==> src/rtl/tbm_xfer_engine.sv <==
// Responder side of the ifq transfer handshake: moves one 4KB block word by word between xbuf and TBM.
// Optional ack watchdog enabled by defining TBM_XFER_TIMEOUT_EN.
module tbm_xfer_engine #(
  parameter int DATA_W      = 64,
  parameter int BLOCK_BYTES = 4096,
  parameter int XBUF_AW     = 9,
  parameter int TBM_AW      = 32,
  parameter int TIMEOUT     = 1023
) (
  input  logic                clock_fpga,
  input  logic                reset_n,
  input  logic                xfer_buf_select,
  input  logic                mwrite_enable,
  input  logic [31:0]         tbm_address,
  output logic                xfer_complete,
  output logic                xfer_error,
  output logic                xfer_busy,
  output logic                xbuf_rd_en,
  output logic [XBUF_AW-1:0]  xbuf_rd_addr,
  input  logic [DATA_W-1:0]   xbuf_rd_data,
  output logic                xbuf_wr_en,
  output logic [XBUF_AW-1:0]  xbuf_wr_addr,
  output logic [DATA_W-1:0]   xbuf_wr_data,
  output logic                tbm_req,
  output logic                tbm_we,
  output logic [TBM_AW-1:0]   tbm_addr,
  output logic [DATA_W-1:0]   tbm_wdata,
  input  logic                tbm_ack,
  input  logic [DATA_W-1:0]   tbm_rdata
);

  localparam int WORDS = BLOCK_BYTES / (DATA_W / 8);
  localparam int IDX_W = XBUF_AW + 1;
  localparam logic [IDX_W-1:0] LAST_IDX = IDX_W'(WORDS - 1);

  typedef enum logic [2:0] {
    IDLE,
    W_FETCH,
    W_REQ,
    R_REQ,
    R_STORE,
    DONE
  } state_t;

  state_t           state;
  state_t           state_nxt;
  logic [IDX_W-1:0] word_idx;
  logic [31:0]      block;
  logic             armed;
  logic             fetch_phase;
  logic             accept;
  logic             word_adv;
  logic             last_word;
  logic             timeout_hit;

  assign last_word    = (word_idx == LAST_IDX);
  assign xfer_busy    = (state != IDLE);
  assign xbuf_rd_addr = word_idx[XBUF_AW-1:0];
  assign xbuf_wr_addr = word_idx[XBUF_AW-1:0];
  // The block base is block*WORDS; WORDS is a power of two so this is a shift, truncated to TBM_AW.
  assign tbm_addr     = TBM_AW'({block, {XBUF_AW{1'b0}}}) + TBM_AW'(word_idx);

  always_ff @(posedge clock_fpga or negedge reset_n) begin
    if (!reset_n) begin
      state <= IDLE;
    end else begin
      state <= state_nxt;
    end
  end

  always_comb begin
    state_nxt     = state;
    accept        = 1'b0;
    word_adv      = 1'b0;
    xbuf_rd_en    = 1'b0;
    xbuf_wr_en    = 1'b0;
    tbm_req       = 1'b0;
    tbm_we        = 1'b0;
    xfer_complete = 1'b0;
    unique case (state)
      IDLE: begin
        if (xfer_buf_select && armed) begin
          accept    = 1'b1;
          state_nxt = mwrite_enable ? W_FETCH : R_REQ;
        end
      end
      // First W_FETCH cycle issues the xbuf read; the second captures the returned word.
      W_FETCH: begin
        xbuf_rd_en = !fetch_phase;
        if (fetch_phase) begin
          state_nxt = W_REQ;
        end
      end
      W_REQ: begin
        tbm_req = 1'b1;
        tbm_we  = 1'b1;
        if (tbm_ack) begin
          if (last_word) begin
            state_nxt = DONE;
          end else begin
            word_adv  = 1'b1;
            state_nxt = W_FETCH;
          end
        end else if (timeout_hit) begin
          state_nxt = DONE;
        end
      end
      R_REQ: begin
        tbm_req = 1'b1;
        if (tbm_ack) begin
          state_nxt = R_STORE;
        end else if (timeout_hit) begin
          state_nxt = DONE;
        end
      end
      R_STORE: begin
        xbuf_wr_en = 1'b1;
        if (last_word) begin
          state_nxt = DONE;
        end else begin
          word_adv  = 1'b1;
          state_nxt = R_REQ;
        end
      end
      DONE: begin
        xfer_complete = 1'b1;
        state_nxt     = IDLE;
      end
      default: state_nxt = IDLE;
    endcase
  end

  // armed stops a select that is still held after completion from starting another block.
  always_ff @(posedge clock_fpga or negedge reset_n) begin
    if (!reset_n) begin
      word_idx     <= '0;
      block        <= '0;
      armed        <= 1'b1;
      fetch_phase  <= 1'b0;
      tbm_wdata    <= '0;
      xbuf_wr_data <= '0;
    end else begin
      if (!xfer_buf_select) begin
        armed <= 1'b1;
      end else if (xfer_complete) begin
        armed <= 1'b0;
      end
      if (accept) begin
        block    <= tbm_address;
        word_idx <= '0;
      end else if (word_adv) begin
        word_idx <= word_idx + IDX_W'(1);
      end
      if (state == W_FETCH) begin
        fetch_phase <= !fetch_phase;
      end
      if (state == W_FETCH && fetch_phase) begin
        tbm_wdata <= xbuf_rd_data;
      end
      if (state == R_REQ && tbm_ack) begin
        xbuf_wr_data <= tbm_rdata;
      end
    end
  end

`ifdef TBM_XFER_TIMEOUT_EN
  localparam int TMO_W = $clog2(TIMEOUT + 1);

  logic [TMO_W-1:0] tmo_cnt;
  logic             err_q;

  assign timeout_hit = (tmo_cnt == TMO_W'(TIMEOUT - 1));
  assign xfer_error  = xfer_complete && err_q;

  // Counts cycles of an unanswered request; the error flag is reported on the following DONE.
  always_ff @(posedge clock_fpga or negedge reset_n) begin
    if (!reset_n) begin
      tmo_cnt <= '0;
      err_q   <= 1'b0;
    end else begin
      if (!tbm_req || tbm_ack || timeout_hit) begin
        tmo_cnt <= '0;
      end else begin
        tmo_cnt <= tmo_cnt + TMO_W'(1);
      end
      if (accept) begin
        err_q <= 1'b0;
      end else if (tbm_req && !tbm_ack && timeout_hit) begin
        err_q <= 1'b1;
      end
    end
  end
`else
  assign timeout_hit = 1'b0;
  assign xfer_error  = 1'b0;
`endif

endmodule
==> config.mk <==
export PLATFORM = sky130hd
export DESIGN_NAME = tbm_xfer_engine
export DESIGN_NICKNAME = d
export VERILOG_FILES = /design/src/rtl/tbm_xfer_engine.sv
export SDC_FILE = /design/constraint.sdc
export NUM_CORES = 1
export LEC_CHECK = 0
export CAP_MARGIN = 20
export CORE_MARGIN = 4
export CORE_UTILIZATION = 30
export CTS_CLUSTER_DIAMETER = 200
export DETAILED_ROUTE_END_ITERATION = 10
export PLACE_DENSITY_LB_ADDON = 0.05
export RECOVER_POWER = 50
export SKIP_LAST_GASP = 1
export SLEW_MARGIN = 20
export SYNTH_ARGS = -nofsm -noshare
export SYNTH_HDL_FRONTEND = slang
export SYNTH_SLANG_ARGS = --single-unit
==> constraint.sdc <==
create_clock -name clock_fpga -period 3.5 [get_ports clock_fpga]
set_input_delay 0.875 -clock clock_fpga [delete_from_list [all_inputs] [get_ports clock_fpga]]
set_output_delay 0.875 -clock clock_fpga [all_outputs]
set_load 0.01 [all_outputs]
Word-level counts from Yosys, hierarchy flattened --
Index checks and enable logic that the tools add are counted.
Word-level totals: register bits after elaboration 166, output and inout bits 185, logic and storage cells 51
Operators by class: $add $sub $neg 2, eq/ne operators 11, mux-type cells 22, reductions and logical operators 9
Operators by type and width (count):
- $add A32 B10 Y32 | 1
- $mux W10 | 2
- $mux W3 | 6
- $pmux W3 S5 | 1
- $mux W1 | 11
- $add A10 B1 Y10 const B | 1
- $eq A10 B9 Y1 const B | 1
- $ne A2 B2 Y1 const B | 4
- $eq A3 B2 Y1 const B | 2
- $eq A3 B3 Y1 const B | 2
- $reduce_and A4 Y1 | 1
- $eq A3 B1 Y1 const B | 1
- $logic_and A1 B1 Y1 | 3
- $logic_not A3 Y1 | 1
- $reduce_bool A3 Y1 | 1
- $mux W2 | 1
- $ne A2 B1 Y1 const B | 1
- $pmux W1 S2 | 1
- $reduce_bool A2 Y1 | 1
- $reduce_or A2 Y1 | 1
- $logic_not A1 Y1 | 1

Logic depth before layout (Yosys ltp) --
Gate-level depths: netlist (run 1).
depth after elaboration 6, gate-level depth with buffers 7, gate-level depth less buffers 6

Worst setup path before layout (run 1) --
No wires, ideal clock.
path type reg2out, start register word_idx[9], end output tbm_addr[23], arrival 1.588 ns, required time 2.625 ns, slack 1.037 ns, cell stages (with the launch flop) 7, buffers on the path 0, path through dfrtp_1 -> ha_1 -> ha_1 -> inv_1 -> nor2_1 -> nand4_1 -> xnor2_1
On the way: word-level cells in the longest chain between the ends 1
RTL lines:
- start, declared | line 47 | logic [IDX_W-1:0] word_idx;
- start signal, assigned | line 152 | word_idx <= word_idx + IDX_W'(1);
- $add A32 B10 Y32 | line 61 | assign tbm_addr = TBM_AW'({block, {XBUF_AW{1'b0}}}) + TBM_AW'(word_idx);
- end, declared | line 26 | output logic [TBM_AW-1:0] tbm_addr,
Every way passes these cells.

Final worst setup path (run 1) --
start register block[6], end output tbm_addr[20]
On the way: word-level cells in the longest chain between the ends 1
RTL lines:
- start, declared | line 48 | logic [31:0] block;
- start signal, assigned | line 149 | block <= tbm_address;
- $add A32 B10 Y32 | line 61
Every way passes these cells.

==> results of run 1 <==
## area by class of cell
| cell class | count | area (um2) |
|---|---|---|
| diodes | 1 | 2.50 |
| clock buffers | 18 | 429 |
| repair buffers | 347 | 3460 |
| flip-flops and latches | 166 | 4160 |
| inverters | 8 | 30.0 |
| fillers | 2121 | 12200 |
| well taps | 319 | 399 |
| multi-input cells | 327 | 2620 |
| clock inverters | 13 | 165 |
## metal layers
metal / track usage (%) / part of all wire [%] / routed length [um]
met5: 0 / 0.056 / 12
met1: 19.0 / 39 / 8360
met4: 4.73 / 1.9 / 401
met3: 5.29 / 8.3 / 1770
met2: 27.2 / 51 / 10800
## cell usage after synthesis, drive strengths merged, types with 2 or more instances
cell / count / share of area, %
a21oi: 7 / 0.49
a41o: 2 / 0.30
and3: 5 / 0.45
buf: 48 / 5.0
clkbuf: 3 / 0.16
dfrtp: 165 / 58
ha: 3 / 0.52
inv: 8 / 0.42
mux2: 128 / 20
mux2i: 5 / 0.70
nand2: 79 / 4.1
nand3: 20 / 1.5
nand3b: 2 / 0.38
nand4: 8 / 0.70
nor2: 10 / 0.52
nor2b: 2 / 0.17
nor3: 2 / 0.14
nor3b: 3 / 0.38
nor4: 4 / 0.44
o21ai: 6 / 0.42
or3: 2 / 0.19
xnor2: 17 / 2.1
xor2: 5 / 0.61
## placed cells by master (no fill, tap or decap), drive strengths merged, types with 2 or more instances in the layout
master	instances
dlymetal6s2s	4
a21oi	7
nor4	4
xor2	5
clkinv	4
nand4	8
clkdlybuf4s50	333
nor3b	3
nand2	79
and3	5
bufinv	2
xnor2	17
ha	3
nor2	10
nand3b	2
nor2b	2
buf	3
or3	2
mux2	128
inv	14
nor3	2
o21ai	6
mux2i	5
a41o	2
dfrtp	165
nand3	20
clkbuf	24
## power by group through the flow
stage	registers [W]	logic [W]	clock network [W]
2_1_floorplan	0.00374	0.00172	0
3_3_place_gp	0.00344	0.00447	0
3_5_place_dp	0.00350	0.00451	0
4_1_cts	0.00347	0.00452	0.00197
5_1_grt	0.00361	0.00473	0.00205
6_report	0.00345	0.00442	0.00189
## per-stage QoR
| stage | total power, W | instance area [um2] | std cells | util, % |
|---|---|---|---|---|
| 2_1_floorplan | 0.00545 | 7170 | 552 | - |
| 3_3_place_gp | 0.00791 | 10700 | 1167 | 45.5 |
| 3_5_place_dp | 0.00801 | 10700 | 1167 | 45.5 |
| 4_1_cts | 0.00996 | 11300 | 1198 | 48.1 |
| 5_1_grt | 0.0104 | 11300 | 1199 | 48.0 |
| 6_report | 0.00976 | 11300 | 1199 | 48.0 |
## final timing paths
| kind | end | startpoint | depth (start not counted) |
|---|---|---|---|
| min | tbm_wdata[4] | tbm_wdata[4] | 1 |
| max in group asynchronous | tbm_wdata[28] | reset_n | 2 |
| max | tbm_addr[20] | block[6] | 5 |
| min in group asynchronous | tbm_wdata[42] | reset_n | 1 |
| max reg2reg | tbm_wdata[39] | state[0] | 4 |
| min reg2reg | tbm_wdata[4] | tbm_wdata[4] | 1 |
## critical path: stages, from the launching register on
cell and delay [ps]:
sky130_fd_sc_hd__dfrtp_1 440, sky130_fd_sc_hd__nand3_1 280, sky130_fd_sc_hd__nor3_2 400, sky130_fd_sc_hd__nand3_1 140, sky130_fd_sc_hd__xnor2_1 170, sky130_fd_sc_hd__clkdlybuf4s50_1 570
## registers in the layout, summed over array words and instances (netlist names)
| register | cells |
|---|---|
| armed | 1 |
| block | 23 |
| fetch_phase | 1 |
| state | 3 |
| tbm_wdata | 64 |
| word_idx | 10 |
| xbuf_wr_data | 64 |
## logic make-up after synthesis
family,synth area share (%)
buffers and inverters,5.57
muxes,20.8
AOI/OAI and AO/OA,2.93
xor gates and xnor gates,2.69
other,0.0523
adders and majority gates,0.524
and+or+nand+nor,9.45
DFF,58.0
==> impl_metrics.tcl, run 1 <==
set metrics [dict create \
    first_global_vias 5660 \
    arrival_ps 2430 \
    rrSetupSlack_ps 370 \
    clk_root_buffer_cell "sky130_fd_sc_hd__clkbuf_16" \
    post_synth.cell_area_avg_um2 13.0 \
    synthesis.yosys.warnings 0 \
    fmaxAchievable_mhz 303 \
    max_capacitance_violation_count 3 \
    cts.reportedPaths.clkPinSlew_ps 70 \
    detail-route-antenna-nets 0 \
    numPortBuffers 339 \
    synthFlopType "sky130_fd_sc_hd__dfrtp_1" \
    num_rows 56 \
    switching_power_w 0.00314 \
    finalWorstPathRequiredPeriod_ps 3300 \
    clock_power_share_pct 19.4 \
    synthCells 552 \
    pins_over_their_slew_limit 190 \
    worst_path_maximum_fanout 6 \
    p_sw_share_pct 32.2 \
    post_cts.resized_instances 0 \
    groute.usage.overall_pct 15.8 \
    gp_routability_congestion 0.769 \
    detail_route.drc_violations 0 \
    portion_of_total_power_attributed_to_sequential_cells_pct 35.4 \
    dieWidth_um 163 \
    cts_buf_count 17 \
    final_net_count 1035 \
    drt-wirelength-per-cell_um 17.8 \
    post_cts_hold_buffer_count 0 \
    power_frac_comb_pct 45.3 \
    cts.repair_timing.setup_buffer_count 0 \
    initial_utilization_pct 30.5 \
    finalHoldViolCount 0 \
    required_ps 2620 \
    synth_async_sr_flop_share_pct 100 \
    max-vdd-ir-drop_mv 0.405 \
    grt_first_pass_wirelength_um 32600 \
    number_of_synthesized_flops_with_an_enable_pin 0 \
    final.setup.worst_slack_ps 196 \
    rsz0062_at_grt "false" \
    synth.yosys.seq_area_share_pct 58.0 \
    final_clock_period_utilization_by_the_worst_path_pct 94.4 \
    path_category_of_the_worst_min_delay_check "reg -> reg" \
    finalSetupViolCount 0 \
    fin_worst_hold_slack_ps 488 \
    drt-initial-drc-count 198 \
    violations "capacitance limit, slew limit" \
    mappedNetlistArea_um2 7170 \
    grt_max_degree 65 \
    postSynthRegisterBits 166 \
    detailroute.via_count 5359 \
    finalClockSkew_ps 9.82 \
    io_pins 350 \
    drt-pass1-iter-count 4 \
    critical_path.startpoint_type "flip-flop" \
    routed_wirelength_um 21300 \
    drive_gt1_share_pct 19.0 \
    overflow 0 \
    fin_setup_tns_ps 0 \
    run_status "finished with violations" \
    fp.coreArea_um2 23500 \
    buffers_from_clock_root_to_sink_at_most 2 \
    antenna_found_initial 2 \
    flow.area_growth_from_synthesis_pct 57.1 \
    fp.dieArea_um2 26400 \
    clock_latency_ps 420 \
    detail_route.vias_per_cell 4.47 \
    timing_worst_slew_pin_value_ps 1680 \
    timing_worst_setup_path_type "reg -> out" \
    cts.sinks 166 \
    tritoncts_clock_tree "done" \
    relSlewSlack_pct -11.7 \
    post-dp-hpwl_um 16200 \
    power_density_nw_per_um2 867 \
    htree_levels 4 \
    syn-num-nets 720 \
    dp_slack_ps 505 \
    internal_power_w 0.00662 \
    timing.critical_path.to_type "output pin" \
    p_leak_nw 4.74 \
    floorplan.die.height_um 163 \
    ys_types 52 \
]
No activity file was read; power rests on OpenSTA's default activity.
==> run 2, diff against run 1 <==
--- a/config.mk
+++ b/config.mk
@@ -10,7 +10,7 @@
 export CORE_UTILIZATION = 30
 export CTS_CLUSTER_DIAMETER = 200
 export DETAILED_ROUTE_END_ITERATION = 10
-export PLACE_DENSITY_LB_ADDON = 0.05
+export PLACE_DENSITY_LB_ADDON = 0.15
 export RECOVER_POWER = 50
 export SKIP_LAST_GASP = 1
 export SLEW_MARGIN = 20
==> impl_metrics.tcl, run 2 (synthesis gave the netlist of run 1 again) <==
set metrics [dict create \
    run_status "finished clean" \
    num_rows 56 \
    leading_cell_type_in_the_layout_fill_and_taps_excluded "sky130_fd_sc_hd__clkdlybuf4s50_1" \
    cts.reportedPaths.clkPinSlew_ps 70 \
    critical_path.startpoint_type "flip-flop" \
    critical_path.reg2reg.startpoint "state[0]" \
    drt-wirelength-per-cell_um 17.5 \
    dpl.cell_count 1169 \
    required_ps 2620 \
    fillers 2123 \
    max-vdd-ir-drop_mv 0.308 \
    fp.coreArea_um2 23500 \
    timing_worst_slew_pin_value_ps 1420 \
    antenna_found_initial 0 \
    fmaxAchievable_mhz 300 \
    seq_area_um2 4160 \
    detail_route.vias_per_cell 4.47 \
    reg2reg_depth 5 \
    hold_path.startpoint "tbm_wdata[61]" \
    min_path_cells 1 \
    flow.area_growth_from_synthesis_pct 56.8 \
    antenna-diode-count 0 \
    post_cts_hold_buffer_count 0 \
    p_leak_nw 4.72 \
    rrSetupSlack_ps 660 \
    overflow 0 \
    post-dp-hpwl_um 16300 \
    timing.critical_path.to_type "output pin" \
    cts.sinks 166 \
    gp_routability_congestion 0.805 \
    drt-pass1-iter-count 4 \
    relSlewSlack_pct 5.57 \
    power_density_nw_per_um2 859 \
    post_dp_cell_area_um2 10700 \
    dieWidth_um 163 \
    buffers_from_clock_root_to_sink_at_most 2 \
    max_capacitance_violation_count 0 \
    cts_buf_count 17 \
    layout.cells.most_common_list "312 x sky130_fd_sc_hd__clkdlybuf4s50_1, 164 x sky130_fd_sc_hd__dfrtp_1, 115 x sky130_fd_sc_hd__mux2_2, 79 x sky130_fd_sc_hd__nand2_1, 24 x sky130_fd_sc_hd__dlygate4sd3_1" \
    fin_util_pct 47.9 \
    finalHoldViolCount 0 \
    finalWorstPathRequiredPeriod_ps 3340 \
    fin_total_pwr_w 0.00965 \
    groute.usage.overall_pct 15.5 \
    grt_max_degree 65 \
    detail-route-antenna-nets 0 \
    clk_root_buffer_cell "sky130_fd_sc_hd__clkbuf_16" \
    largestRegisters "tbm_wdata: 64 flops, xbuf_wr_data: 64 flops, block: 23 flops" \
    tritoncts_clock_tree "done" \
    fp.dieArea_um2 26400 \
    area_of_the_multi_input_gates_um2 2580 \
    finalSetupViolCount 0 \
    io_pins 350 \
    pins_over_their_slew_limit 0 \
    design_area_um2 11200 \
    final_net_count 1037 \
    drt-initial-drc-count 197 \
    min_delay_worst_endpoint "tbm_wdata[61]" \
    arrival_ps 2460 \
    routed_wirelength_um 21000 \
    initial_utilization_pct 30.5 \
    worst_path_maximum_fanout 8 \
    numPortBuffers 339 \
    first_global_vias 5627 \
    path_category_of_the_worst_min_delay_check "reg -> reg" \
    floorplan.die.height_um 163 \
    timing_worst_setup_path_type "reg -> out" \
    detailroute.via_count 5367 \
    detail_route.drc_violations 0 \
    finalClockSkew_ps 11.3 \
    drive_gt1_share_pct 18.7 \
    clock_latency_ps 420 \
    grt_first_pass_wirelength_um 32000 \
    final_clock_period_utilization_by_the_worst_path_pct 95.3 \
    htree_levels 4 \
    critical_path.reg2reg.endpoint "tbm_wdata[58]" \
    final-instance-count-excl-fill 1201 \
]
-- run 2: timing repair --
action,in CTS,in global routing
endpoints found under the setup margin,0,12
resized for setup,0,6
buffers inserted,0,0
endpoints found under the hold margin,0,0
-- run 2: final cells by class --
cell class,instances,share of cell area [%]
Timing Repair Buffer,349,31.1
Clock buffer,18,3.91
Multi-Input combinational cell,327,22.9
Tap cell,319,3.55
Inverter,8,0.267
Clock inverter,14,1.25
Sequential cell,166,37.0
-- run 2: through the flow --
| step | setup TNS (ps) | hold WS [ps] | setup WS (ps) |
|---|---|---|---|
| 2_1_floorplan | 0 | 450 | 1040 |
| 3_3_place_gp | 0 | 466 | 463 |
| 3_5_place_dp | 0 | 476 | 486 |
| 4_1_cts | 0 | 399 | 8.82 |
| 5_1_grt | -23.6 | 498 | -21.2 |
| 6_report | 0 | 486 | 164 |
-- run 2: worst max path at each step --
stage	startpoint	to	depth (start not counted)
after floorplan	word_idx[9]	tbm_addr[23]	6
after global routing	block[6]	tbm_addr[30]	5
final	word_idx[9]	tbm_addr[23]	8
after CTS	word_idx[9]	tbm_addr[31]	8
after detailed placement	word_idx[9]	tbm_addr[20]	6
after global placement	word_idx[9]	tbm_addr[31]	8
-- run 2: report_power, final --
part | switching, W | internal (W)
combinational | 0.00175 | 0.00266
sequential | 0.000576 | 0.00285
clock | 0.000855 | 0.000965
-- run 2: metal layers --
metal / up-vias / global-route usage [%] / wire length (um)
met5: - / 0 / 0
met4: 0 / 6.48 / 640
met3: 32 / 3.67 / 1460
met2: 217 / 26.3 / 10500
met1: 2603 / 18.9 / 8370
li1: 2515 / - / -
-- run 2: worst max-delay path, cell delays in order (launching register included) --
cell and delay (ps):
sky130_fd_sc_hd__dfrtp_2 430, sky130_fd_sc_hd__ha_1 220, sky130_fd_sc_hd__ha_2 220, sky130_fd_sc_hd__inv_1 60, sky130_fd_sc_hd__nor2_1 90, sky130_fd_sc_hd__buf_4 180
sky130_fd_sc_hd__nand4_1 110, sky130_fd_sc_hd__xnor2_1 170, sky130_fd_sc_hd__clkdlybuf4s50_1 560
==> run 3, diff against run 2 <==
--- a/config.mk
+++ b/config.mk
@@ -7,7 +7,7 @@
 export LEC_CHECK = 0
 export CAP_MARGIN = 20
 export CORE_MARGIN = 4
-export CORE_UTILIZATION = 30
+export CORE_UTILIZATION = 44
 export CTS_CLUSTER_DIAMETER = 200
 export DETAILED_ROUTE_END_ITERATION = 10
 export PLACE_DENSITY_LB_ADDON = 0.15
==> constraint.sdc (replaced) <==
create_clock -name clock_fpga -period 3.9 [get_ports clock_fpga]
set_input_delay 0.975 -clock clock_fpga [delete_from_list [all_inputs] [get_ports clock_fpga]]
set_output_delay 0.975 -clock clock_fpga [all_outputs]
set_load 0.01 [all_outputs]
==> impl_metrics.tcl, run 3 (synthesis gave the netlist of run 1 again) <==
set metrics [dict create \
    clk_root_buffer_cell "sky130_fd_sc_hd__clkbuf_16" \
    path_category_of_the_worst_min_delay_check "reg -> reg" \
    cts.sinks 166 \
    max-vdd-ir-drop_mv 0.352 \
    rsz0062_at_grt "false" \
    buffers_from_clock_root_to_sink_at_most 2 \
    dp_slack_ps 511 \
    leading_cell_type_in_the_layout_fill_and_taps_excluded "sky130_fd_sc_hd__clkdlybuf4s50_1" \
    timing_worst_setup_path_type "reg -> out" \
    post_cts_hold_buffer_count 0 \
    routed_wirelength_um 20900 \
    cts_buf_count 17 \
    first_global_vias 5874 \
    drt-wirelength-per-cell_um 19.1 \
    worst_path_maximum_fanout 8 \
    antenna-diode-count 0 \
    largestRegisters "tbm_wdata: 64 flops, xbuf_wr_data: 64 flops, block: 23 flops" \
    p_leak_nw 4.68 \
    drive_gt1_share_pct 18.2 \
    finalClockSkew_ps 8.54 \
    layout.cells.most_common_list "271 x sky130_fd_sc_hd__clkdlybuf4s50_1, 165 x sky130_fd_sc_hd__dfrtp_1, 115 x sky130_fd_sc_hd__mux2_2, 79 x sky130_fd_sc_hd__nand2_1, 67 x sky130_fd_sc_hd__dlygate4sd3_1" \
    detail_route.vias_per_cell 5.00 \
    gr-max-usage-layer "met2" \
    cts.reportedPaths.clkPinSlew_ps 60 \
    max_capacitance_violation_count 1 \
    groute.usage.overall_pct 22.5 \
    grt_util_met3_pct 6.43 \
    fin_setup_tns_ps 0 \
    critical_path.startpoint_type "flip-flop" \
    floorplan.die.height_um 136 \
    detail_route.drc_violations 0 \
    drt-pass1-iter-count 4 \
    fin_worst_hold_slack_ps 481 \
    tritoncts_clock_tree "done" \
    initial_utilization_pct 45.0 \
    arrival_ps 2730 \
    timing_worst_slew_pin_value_ps 2030 \
    antenna_found_initial 0 \
    grt_first_pass_wirelength_um 32000 \
    final_clock_period_utilization_by_the_worst_path_pct 94.9 \
    drt-initial-drc-count 228 \
    io_pins 350 \
    dieWidth_um 136 \
    timing.critical_path.to_type "output pin" \
    flow.area_growth_from_synthesis_pct 53.9 \
    use_met2_pct 39.4 \
    fp.coreArea_um2 15900 \
    finalSetupViolCount 0 \
    relSlewSlack_pct -35.1 \
    fin_util_pct 69.2 \
    cpPeakStageDelay_ps 570 \
    numPortBuffers 339 \
    fmaxAchievable_mhz 270 \
    worst_path_max_delay_cell "sky130_fd_sc_hd__clkdlybuf4s50_1" \
    detail-route-antenna-nets 0 \
    num_rows 46 \
    gp_routability_congestion 0.910 \
    clock_latency_ps 420 \
    violations "capacitance limit, slew limit" \
    pins_over_their_slew_limit 83 \
    required_ps 2920 \
    overflow 0 \
    power_density_nw_per_um2 772 \
    finalWorstPathRequiredPeriod_ps 3700 \
    detailroute.via_count 5472 \
    finalHoldViolCount 0 \
    fp.dieArea_um2 18400 \
    run_status "finished with violations" \
    crit_path_frequent_cell "sky130_fd_sc_hd__ha_1" \
    groute.layer.met1.usage_pct 25.3 \
    final.setup.worst_slack_ps 197 \
    post-dp-hpwl_um 16200 \
    final_net_count 1034 \
    htree_levels 4 \
    crit_path_cell_trace "ha_1 -> ha_1 -> inv_1 -> nor2_2 -> nand4_1 -> xnor2_1 -> clkdlybuf4s50_1" \
    grt_max_degree 83 \
]
-- run 3: critical path: cells and delay by family, from the launching register on --
kind	cells	cell delay [ps]
DFF	1	470
buffers and inverters	2	650
and+or+nand+nor	2	520
adders and majority gates	2	460
xor gates and xnor gates	1	210
-- run 3: what timing repair did --
item,in CTS,in global routing
resized for setup,0,1
setup endpoints to repair,0,7
hold endpoints to repair,0,0
buffers inserted,0,0
-- run 3: per-stage QoR --
stage,cell area (um2),instances,total power (W)
6_report,11000,1094,0.00852
5_1_grt,11000,1094,0.00901
4_1_cts,11100,1094,0.00880
3_5_place_dp,10500,1063,0.00717
3_3_place_gp,10500,1063,0.00701
2_1_floorplan,7170,552,0.00490
-- run 3: layout make-up --
cell class / instances / area (um2)
Fill cell: 1155 / 4910
Sequential cell: 166 / 4160
Timing Repair Buffer: 346 / 3450
Multi-Input combinational cell: 327 / 2570
Clock buffer: 22 / 464
Tap cell: 216 / 270
Clock inverter: 9 / 96.3
Inverter: 8 / 30.0
-- run 3: path summary, 6_finish.rpt --
path / slack (ps) / from / cells past startpoint / endpoint
max reg2reg: 1050 / state[0] / 4 / tbm_wdata[25]
min in group asynchronous: 1120 / reset_n / 1 / tbm_wdata[40]
max in group asynchronous: 950 / reset_n / 2 / block[9]
min: 480 / tbm_wdata[4] / 1 / tbm_wdata[4]
min reg2reg: 480 / tbm_wdata[4] / 1 / tbm_wdata[4]
max: 200 / word_idx[9] / 7 / tbm_addr[31]
-- run 3: power breakdown --
part,switching [W],total [W],internal (W),leakage [nW]
clock network,0.000676,0.00159,0.000918,0.269
registers,0.000526,0.00308,0.00256,2.01
logic,0.00156,0.00384,0.00228,2.41
total,0.00276,0.00851,0.00575,4.68
-- run 3: per-layer routing --
layer  share of wire (%)  wire length, um  up-vias
met3                 7.7             1600       46
met4                 4.0              840        0
met1                  36             7570     2690
met2                  52            10900      234
met5                   0                0        -
li1                    -                -     2502
